File: src/rtl/apb_cmd_queue.sv
// CPU-side command FIFO feeding an APB master, one request issued at a time.
// Latency: push->MTRANSFER 2 edges; MDONE edge -> rsp_valid pulse in the following cycle.
// Backpressure: cmd_ready drops when DEPTH entries are held; a pop in the same cycle does not free room early.
module apb_cmd_queue #(
    parameter int ADDR_SIZE = 32,
    parameter int DATA_SIZE = 32,
    parameter int PROT_SIZE = 3,
    parameter int STRB_SIZE = DATA_SIZE / 8,
    parameter int DEPTH     = 4
) (
    input  logic                     PCLK,
    input  logic                     PRESETn,
    input  logic                     cmd_valid,
    output logic                     cmd_ready,
    input  logic                     cmd_write,
    input  logic [PROT_SIZE-1:0]     cmd_prot,
    input  logic [ADDR_SIZE-1:0]     cmd_addr,
    input  logic [DATA_SIZE-1:0]     cmd_wdata,
    input  logic [STRB_SIZE-1:0]     cmd_strb,
    output logic                     MTRANSFER,
    output logic                     MWRITE,
    output logic [PROT_SIZE-1:0]     MPROT,
    output logic [ADDR_SIZE-1:0]     MADDR,
    output logic [DATA_SIZE-1:0]     MWDATA,
    output logic [STRB_SIZE-1:0]     MSTRB,
    input  logic                     MDONE,
    input  logic [DATA_SIZE-1:0]     MRDATA,
    input  logic                     MSLVERR,
    output logic                     rsp_valid,
    output logic                     rsp_write,
    output logic [DATA_SIZE-1:0]     rsp_rdata,
    output logic                     rsp_slverr,
    output logic [7:0]               err_count,
    output logic [$clog2(DEPTH):0]   level
);

    localparam int PW = $clog2(DEPTH);
    localparam int CW = PW + 1;

    typedef struct packed {
        logic                 write;
        logic [PROT_SIZE-1:0] prot;
        logic [ADDR_SIZE-1:0] addr;
        logic [DATA_SIZE-1:0] wdata;
        logic [STRB_SIZE-1:0] strb;
    } entry_t;

    typedef enum logic {IDLE, BUSY} state_t;

    entry_t               mem_q [DEPTH];
    entry_t               entry_in;
    entry_t               head;
    state_t               state_q, state_d;
    logic [PW-1:0]        wr_ptr_q, wr_ptr_d;
    logic [PW-1:0]        rd_ptr_q, rd_ptr_d;
    logic [CW-1:0]        count_q, count_d;
    logic [7:0]           err_count_q, err_count_d;
    logic                 rsp_valid_q, rsp_valid_d;
    logic                 rsp_write_q, rsp_write_d;
    logic [DATA_SIZE-1:0] rsp_rdata_q, rsp_rdata_d;
    logic                 rsp_slverr_q, rsp_slverr_d;
    logic                 push, pop;

    assign entry_in  = {cmd_write, cmd_prot, cmd_addr, cmd_wdata, cmd_strb};
    assign head      = mem_q[rd_ptr_q];
    assign cmd_ready = (count_q != CW'(DEPTH));
    assign push      = cmd_valid && cmd_ready;
    assign pop       = (state_q == BUSY) && MDONE;

    always_comb begin
        state_d      = state_q;
        wr_ptr_d     = wr_ptr_q;
        rd_ptr_d     = rd_ptr_q;
        count_d      = count_q;
        err_count_d  = err_count_q;
        rsp_valid_d  = pop;
        rsp_write_d  = rsp_write_q;
        rsp_rdata_d  = rsp_rdata_q;
        rsp_slverr_d = rsp_slverr_q;

        if (push) wr_ptr_d = wr_ptr_q + PW'(1);
        if (pop)  rd_ptr_d = rd_ptr_q + PW'(1);

        case ({push, pop})
            2'b10:   count_d = count_q + CW'(1);
            2'b01:   count_d = count_q - CW'(1);
            default: count_d = count_q;
        endcase

        case (state_q)
            IDLE:    if (count_q != '0) state_d = BUSY;
            BUSY:    if (MDONE) state_d = IDLE;
            default: state_d = IDLE;
        endcase

        if (pop) begin
            rsp_write_d  = head.write;
            rsp_rdata_d  = head.write ? '0 : MRDATA;
            rsp_slverr_d = MSLVERR;
            if (MSLVERR && (err_count_q != 8'hFF)) err_count_d = err_count_q + 8'd1;
        end
    end

    // Head fields are only exposed while issuing; the master sees zeros otherwise.
    always_comb begin
        MTRANSFER = 1'b0;
        MWRITE    = 1'b0;
        MPROT     = '0;
        MADDR     = '0;
        MWDATA    = '0;
        MSTRB     = '0;
        if (state_q == BUSY) begin
            MTRANSFER = 1'b1;
            MWRITE    = head.write;
            MPROT     = head.prot;
            MADDR     = head.addr;
            MWDATA    = head.wdata;
            MSTRB     = head.strb;
        end
    end

    always_ff @(posedge PCLK) begin
        if (push) mem_q[wr_ptr_q] <= entry_in;
    end

    always_ff @(posedge PCLK or negedge PRESETn) begin
        if (!PRESETn) begin
            state_q      <= IDLE;
            wr_ptr_q     <= '0;
            rd_ptr_q     <= '0;
            count_q      <= '0;
            err_count_q  <= '0;
            rsp_valid_q  <= 1'b0;
            rsp_write_q  <= 1'b0;
            rsp_rdata_q  <= '0;
            rsp_slverr_q <= 1'b0;
        end else begin
            state_q      <= state_d;
            wr_ptr_q     <= wr_ptr_d;
            rd_ptr_q     <= rd_ptr_d;
            count_q      <= count_d;
            err_count_q  <= err_count_d;
            rsp_valid_q  <= rsp_valid_d;
            rsp_write_q  <= rsp_write_d;
            rsp_rdata_q  <= rsp_rdata_d;
            rsp_slverr_q <= rsp_slverr_d;
        end
    end

    assign rsp_valid  = rsp_valid_q;
    assign rsp_write  = rsp_write_q;
    assign rsp_rdata  = rsp_rdata_q;
    assign rsp_slverr = rsp_slverr_q;
    assign err_count  = err_count_q;
    assign level      = count_q;

endmodule

File: config.mk
export PLATFORM = sky130hd
export DESIGN_NAME = apb_cmd_queue
export DESIGN_NICKNAME = d
export VERILOG_FILES = /design/src/rtl/apb_cmd_queue.sv
export SDC_FILE = /design/constraint.sdc
export NUM_CORES = 1
export LEC_CHECK = 0
export CAP_MARGIN = 0
export CORE_ASPECT_RATIO = 0.7
export CORE_MARGIN = 5
export CORE_UTILIZATION = 57
export DETAILED_ROUTE_END_ITERATION = 6
export GPL_ROUTABILITY_DRIVEN = 0
export PLACE_DENSITY = 0.85
export SLEW_MARGIN = 40
export SYNTH_ARGS = -nofsm -noshare
export SYNTH_HDL_FRONTEND = slang
export SYNTH_SLANG_ARGS = --single-unit
File: constraint.sdc
create_clock -name PCLK -period 4.6 [get_ports PCLK]
set_input_delay 0.69 -clock PCLK [delete_from_list [all_inputs] [get_ports PCLK]]
set_output_delay 0.69 -clock PCLK [all_outputs]
set_load 0.005 [all_outputs]
## Word-level counts from Yosys, hierarchy flattened

Memory sizes are Yosys's and may differ from the RTL's.
Index checks and enable logic that the tools add are counted.

- RAM bits: 288
- Register bits: 51
- Logic and storage cells: 39
- Output and inout bits: 120
- Input bits: 109
- Memories kept: 1

- Muxes and demuxes: 13
- Bitwise logic cells: 1
- Reduce and logical (&&, ||, !) cells: 6
- $add $sub $neg: 5
- Equality and inequality tests: 4

Memory list:

| memory | depth | width | rd ports | clocked after memory_dff | write ports | RTL line | RTL |
|---|---|---|---|---|---|---|---|
| mem_q | 4 | 72 | 1 | 0 | 1 | 50 | `entry_t mem_q [DEPTH];` |

Operator list:

| kind | count |
|---|---|
| $mux 32 | 3 |
| $add 8x1->8 const B | 1 |
| $ne 8x8->1 const B | 1 |
| $mux 1 | 6 |
| $pmux 3 s2 | 1 |
| $add 2x1->2 const B | 2 |
| $mux 4 | 1 |
| $add 3x1->3 const B | 1 |
| $logic_and 1x1->1 | 3 |
| $mux 3 | 1 |
| $ne 3x3->1 const B | 1 |
| $reduce_bool 3->1 | 1 |
| $sub 3x1->3 const B | 1 |
| $eq 2x1->1 const B | 1 |
| $eq 2x2->1 const B | 1 |
| $pmux 1 s2 | 1 |
| $reduce_and 2->1 | 1 |
| $reduce_bool 2->1 | 1 |
| $not 1->1 | 1 |

## Depth between registers and ports, before layout

- Depth in word-level cells: 4
- Gate-level depth with buffers: 10
- Mapped depth without buffers: 10

## Least setup slack after synthesis

Ideal clock, no wire load.

- Kind: input port to flip-flop
- Start: input port cmd_valid
- End: memory mem_q[0][0] in the netlist's numbering, enable pin
- Library setup time: 0.439 ns
- Required time: 4.161 ns
- Data arrival time: 2.414 ns
- Stages on the path: 1
- Path buffers: 0
- Path slack: 1.747 ns
- Path through: and3_1

- Longest elaborated chain between the ends: 3

Ends and longest elaborated chain:

| what | RTL line | RTL |
|---|---|---|
| from (decl) | 13 | `input logic cmd_valid,` |
| $logic_and 1x1->1 | 67 | `assign push = cmd_valid && cmd_ready;` |
| $mux 1 | 123 | `if (push) mem_q[wr_ptr_q] <= entry_in;` |
| $mux 1 (implied by the code) | 123 |  |
| to (decl) | 50 |  |

No other way between the ends.

## Worst setup path in the final report

- Start: register rd_ptr_q[0]
- End: output port MADDR[8]

- Longest elaborated chain between the ends: 2

Ends and longest elaborated chain:

| what | RTL line | RTL |
|---|---|---|
| from (decl) | 55 | `logic [PW-1:0] rd_ptr_q, rd_ptr_d;` |
| from (signal assigned) | 140 | `rd_ptr_q <= rd_ptr_d;` |
| $mem_v2 4x72 | n/a |  |
| $mux 32 | 112 | `if (state_q == BUSY) begin` |
| to (decl) | 23 | `output logic [ADDR_SIZE-1:0] MADDR,` |

No other way between the ends.

==> summary by stage <==
Status
The flow ran to the end, and the final reports show no timing, DRC or antenna violations.

Worst setup path
The setup slack of the most critical reg-to-reg path is about 2400 ps. The endpoint required time on the critical path is 3910 ps. The number of cells on the worst reg-to-reg path is 8.

Along the worst path, the maximum fanout reaches 52. The nature of the critical path startpoint is a register. The critical path in this run is classified as reg2out. In this run the critical register-to-register path is launched from state_q. Data arrives at the worst endpoint at approximately 3000 ps. The worst register-to-register path ends at level[2]. The worst setup path is captured at an output port.

Clocking
The TritonCTS clock tree is yes. The maximum root-to-sink buffer count is 3. The H-tree depth is 1. The number of sinks handled by clock tree synthesis is around 340. The root buffer cell chosen for the clock tree is sky130_fd_sc_hd__clkbuf_16. The clock latency reported for the late side of the worst-skew pair is 550 ps. The post-CTS setup buffer count is 0. The CTS buffer count is 31. The number of buffers inserted by hold repair at cts is 0. The clock transition time at the flip-flop clock pins of the worst setup and hold paths is ~60 ps. The number of gates resized after CTS was 0.

Route
The total iterations of the first detailed-routing run is 5. In this run the remaining antenna-violating nets after routing total 0. The number of design rule violations left after detail routing is 0.

The post-detailed-routing wire length is approximately 28,000 µm. The routed layout has slightly below 7,000 vias. The per-cell routed wire length is approximately 22 µm. Dividing the detail-routed via count by the number of cells gives between 5 and 6. After the first detailed-routing iteration, the DRC count stood at between 400 and 500.

Cells and area
The filler cell count is about 1,400. The area of all placed cells without fillers is around 0.017 mm². The net count of the finished layout is between 1,000 and 1,500. The number of inserted diodes is 0. The flip-flop and latch area is between 0.009 and 0.01 mm². The library cell used most frequently in the layout, excluding fill and tap cells, is sky130_fd_sc_hd__edfxtp_1.

The ratio of cells with drive above 1 in the final layout is 15.1%. The utilization of the core after routing is 74.0%. The area growth from synthesis to layout is 27.6%. Excluding fillers, the count of instances in the completed layout stands at ~1,300. The library cells used most frequently in the layout, excluding fill and tap cells, are sky130_fd_sc_hd__edfxtp_1 (288), sky130_fd_sc_hd__clkdlybuf4s50_1 (227), sky130_fd_sc_hd__nand2_1 (75), sky130_fd_sc_hd__and2_1 (73), sky130_fd_sc_hd__mux4_2 (70). The area of the multi-input gates is 0.00291 mm².

Floorplanning
The die is ~140 µm tall. The width of the die is around 190 µm. The number of placement rows is 46. In this run the standard cell core region covers 0.0226 mm². Once the floorplan was initialized, standard cells occupied between 50 and 60% of the core. In this run the count of I/O pins placed on the die edge is 229.

The die covers 0.0262 mm².

Yosys
The register bit count reported by yosys is about 340. A synthesized cell averages 19.3 µm². The post-synth net total is 794. The sequential-to-total area share from yosys stat is around three quarters. Summing every instance area after synthesis gives 0.0131 mm². For this run, the number of Yosys warnings is 0. In the synthesized netlist, the number of instances is ~680. The number of different library cells in the post-synthesis netlist is 30.

Power
The peak supply drop is about 0.00040 V. The power density over cell area is between 600 and 700 mW/mm². After layout, the design draws a total of approximately 10 mW. In this run the static leakage power is 5.75 nW.

STA
The worst pin sits at a relative slew slack of between 40 and 50%. Setup repair after global routing left no endpoint under its margin. The worst path uses 79.7% of the clock period.

The worst-case setup margin in the final layout is 935 ps. On the final layout, the worst hold slack is between 200 and 300 ps. For the final routed database, the setup TNS stands at 0 ps. The number of pins with negative max-slew slack in the final report is 0. The clock period could shrink to around 3700 ps.

The total count of hold-check failures in the final report is 0. The worst clock skew is between 15 and 20 ps. Based on the critical path, the design can be clocked at up to between 200 and 300 MHz. Setup violations remaining at the end of the flow were counted as 0. For the pin with the worst max-slew slack, the measured transition is about 760 ps.

Place
Prior to clock tree synthesis, the placed netlist has a worst setup slack of between 1000 and 1500 ps. After detailed placement, the design holds a cell count of roughly 1,200. Once placement finished, the instance area stood at around 0.016 mm². During placement, the flow inserted port buffers numbering 228. The detailed placement HPWL is 18,100 µm.

Global routing
The overall global routing resource usage is 21.1%. Entering global routing, the biggest net connects 53 pins. The remaining global-route overflow is 0.

The first global-routing pass estimated 42,400 µm of wire. The number of antenna violations at the first check in global routing is 1. The via count of the first global-routing pass was around 7,400.

Hold path
The type of the tightest min-delay check is in2async.

Run
The tool flagged a number of max-cap violations equal to 0.
[final cells by class]
| cell class | instances | area share, % |
|---|---|---|
| timing repair buffer | 243 | 15.0 |
| tap | 312 | 2.33 |
| clock buffer | 43 | 5.08 |
| inverter | 7 | 0.157 |
| sequential | 339 | 59.4 |
| clock inverter | 12 | 0.658 |
| multi-input combinational | 298 | 17.4 |
[metal layers]
layer / part of all wire [%] / track usage, % / up-vias
met3: 6.6 / 4.21 / 54
met4: 2.3 / 5.30 / 2
li1: - / - / 3088
met1: 40 / 29.2 / 3567
met5: 0.047 / 0 / -
met2: 51 / 35.4 / 247
[cells in the mapped netlist (all sizes together)]
cell | number | area share, %
mux4 | 72 | 12
ha | 6 | 0.57
mux2i | 1 | 0.076
inv | 7 | 0.20
nor2 | 6 | 0.17
and4 | 1 | 0.067
edfxtp | 288 | 66
nand3 | 5 | 0.19
nand4 | 1 | 0.048
xor2 | 5 | 0.33
nor3 | 1 | 0.038
nor3b | 1 | 0.057
dfrtp | 51 | 9.7
buf | 20 | 1.6
and2 | 73 | 3.5
a31oi | 1 | 0.048
clkbuf | 14 | 0.42
nand2 | 75 | 2.1
mux2 | 3 | 0.26
or2 | 2 | 0.095
and3 | 4 | 0.19
xnor2 | 6 | 0.40
fa | 1 | 0.15
a21oi | 2 | 0.076
o21ai | 32 | 1.2
[worst max-delay path, cell delays in order, from the launching register on]
cell and delay, ps:
sky130_fd_sc_hd__dfrtp_4 720, sky130_fd_sc_hd__buf_12 430, sky130_fd_sc_hd__mux4_2 570, sky130_fd_sc_hd__and2_1 200
sky130_fd_sc_hd__clkdlybuf4s50_1 460
[kinds of logic after synthesis]
group / Yosys count / share of synthesized area [%]
AOI/OAI and AO/OA: 35 / 1.35
xor gates and xnor gates: 11 / 0.735
adders and majority gates: 7 / 0.725
buffers and inverters: 41 / 2.23
DFF: 339 / 75.7
muxes: 76 / 12.8
and+or+nand+nor: 169 / 6.49
[flip-flops by register name (all words and copies together) (netlist names), 2 cells and up]
name / flops
mem_q: 288
level: 3
rsp_rdata: 32
rd_ptr_q: 2
wr_ptr_q: 2
err_count: 8
[report_power, final]
group          total [mW]  internal (mW)  switching, mW
registers            4.42           4.10          0.321
logic                3.49           2.02           1.48
clock network        2.44           1.39           1.04
[how the worst max path moves through the flow]
stage	to	depth (start not counted)	slack, ps	start
6_report	MADDR[8]	4	940	rd_ptr_q[0]
5_1_grt	MADDR[8]	4	740	rd_ptr_q[0]
4_1_cts	MADDR[20]	4	840	rd_ptr_q[0]
3_5_place_dp	MWDATA[31]	4	1440	rd_ptr_q[0]
3_3_place_gp	MADDR[7]	4	1460	rd_ptr_q[0]
2_1_floorplan	mem_q[0][0]	1	1750	cmd_valid
(Power assumes the default switching activity.)
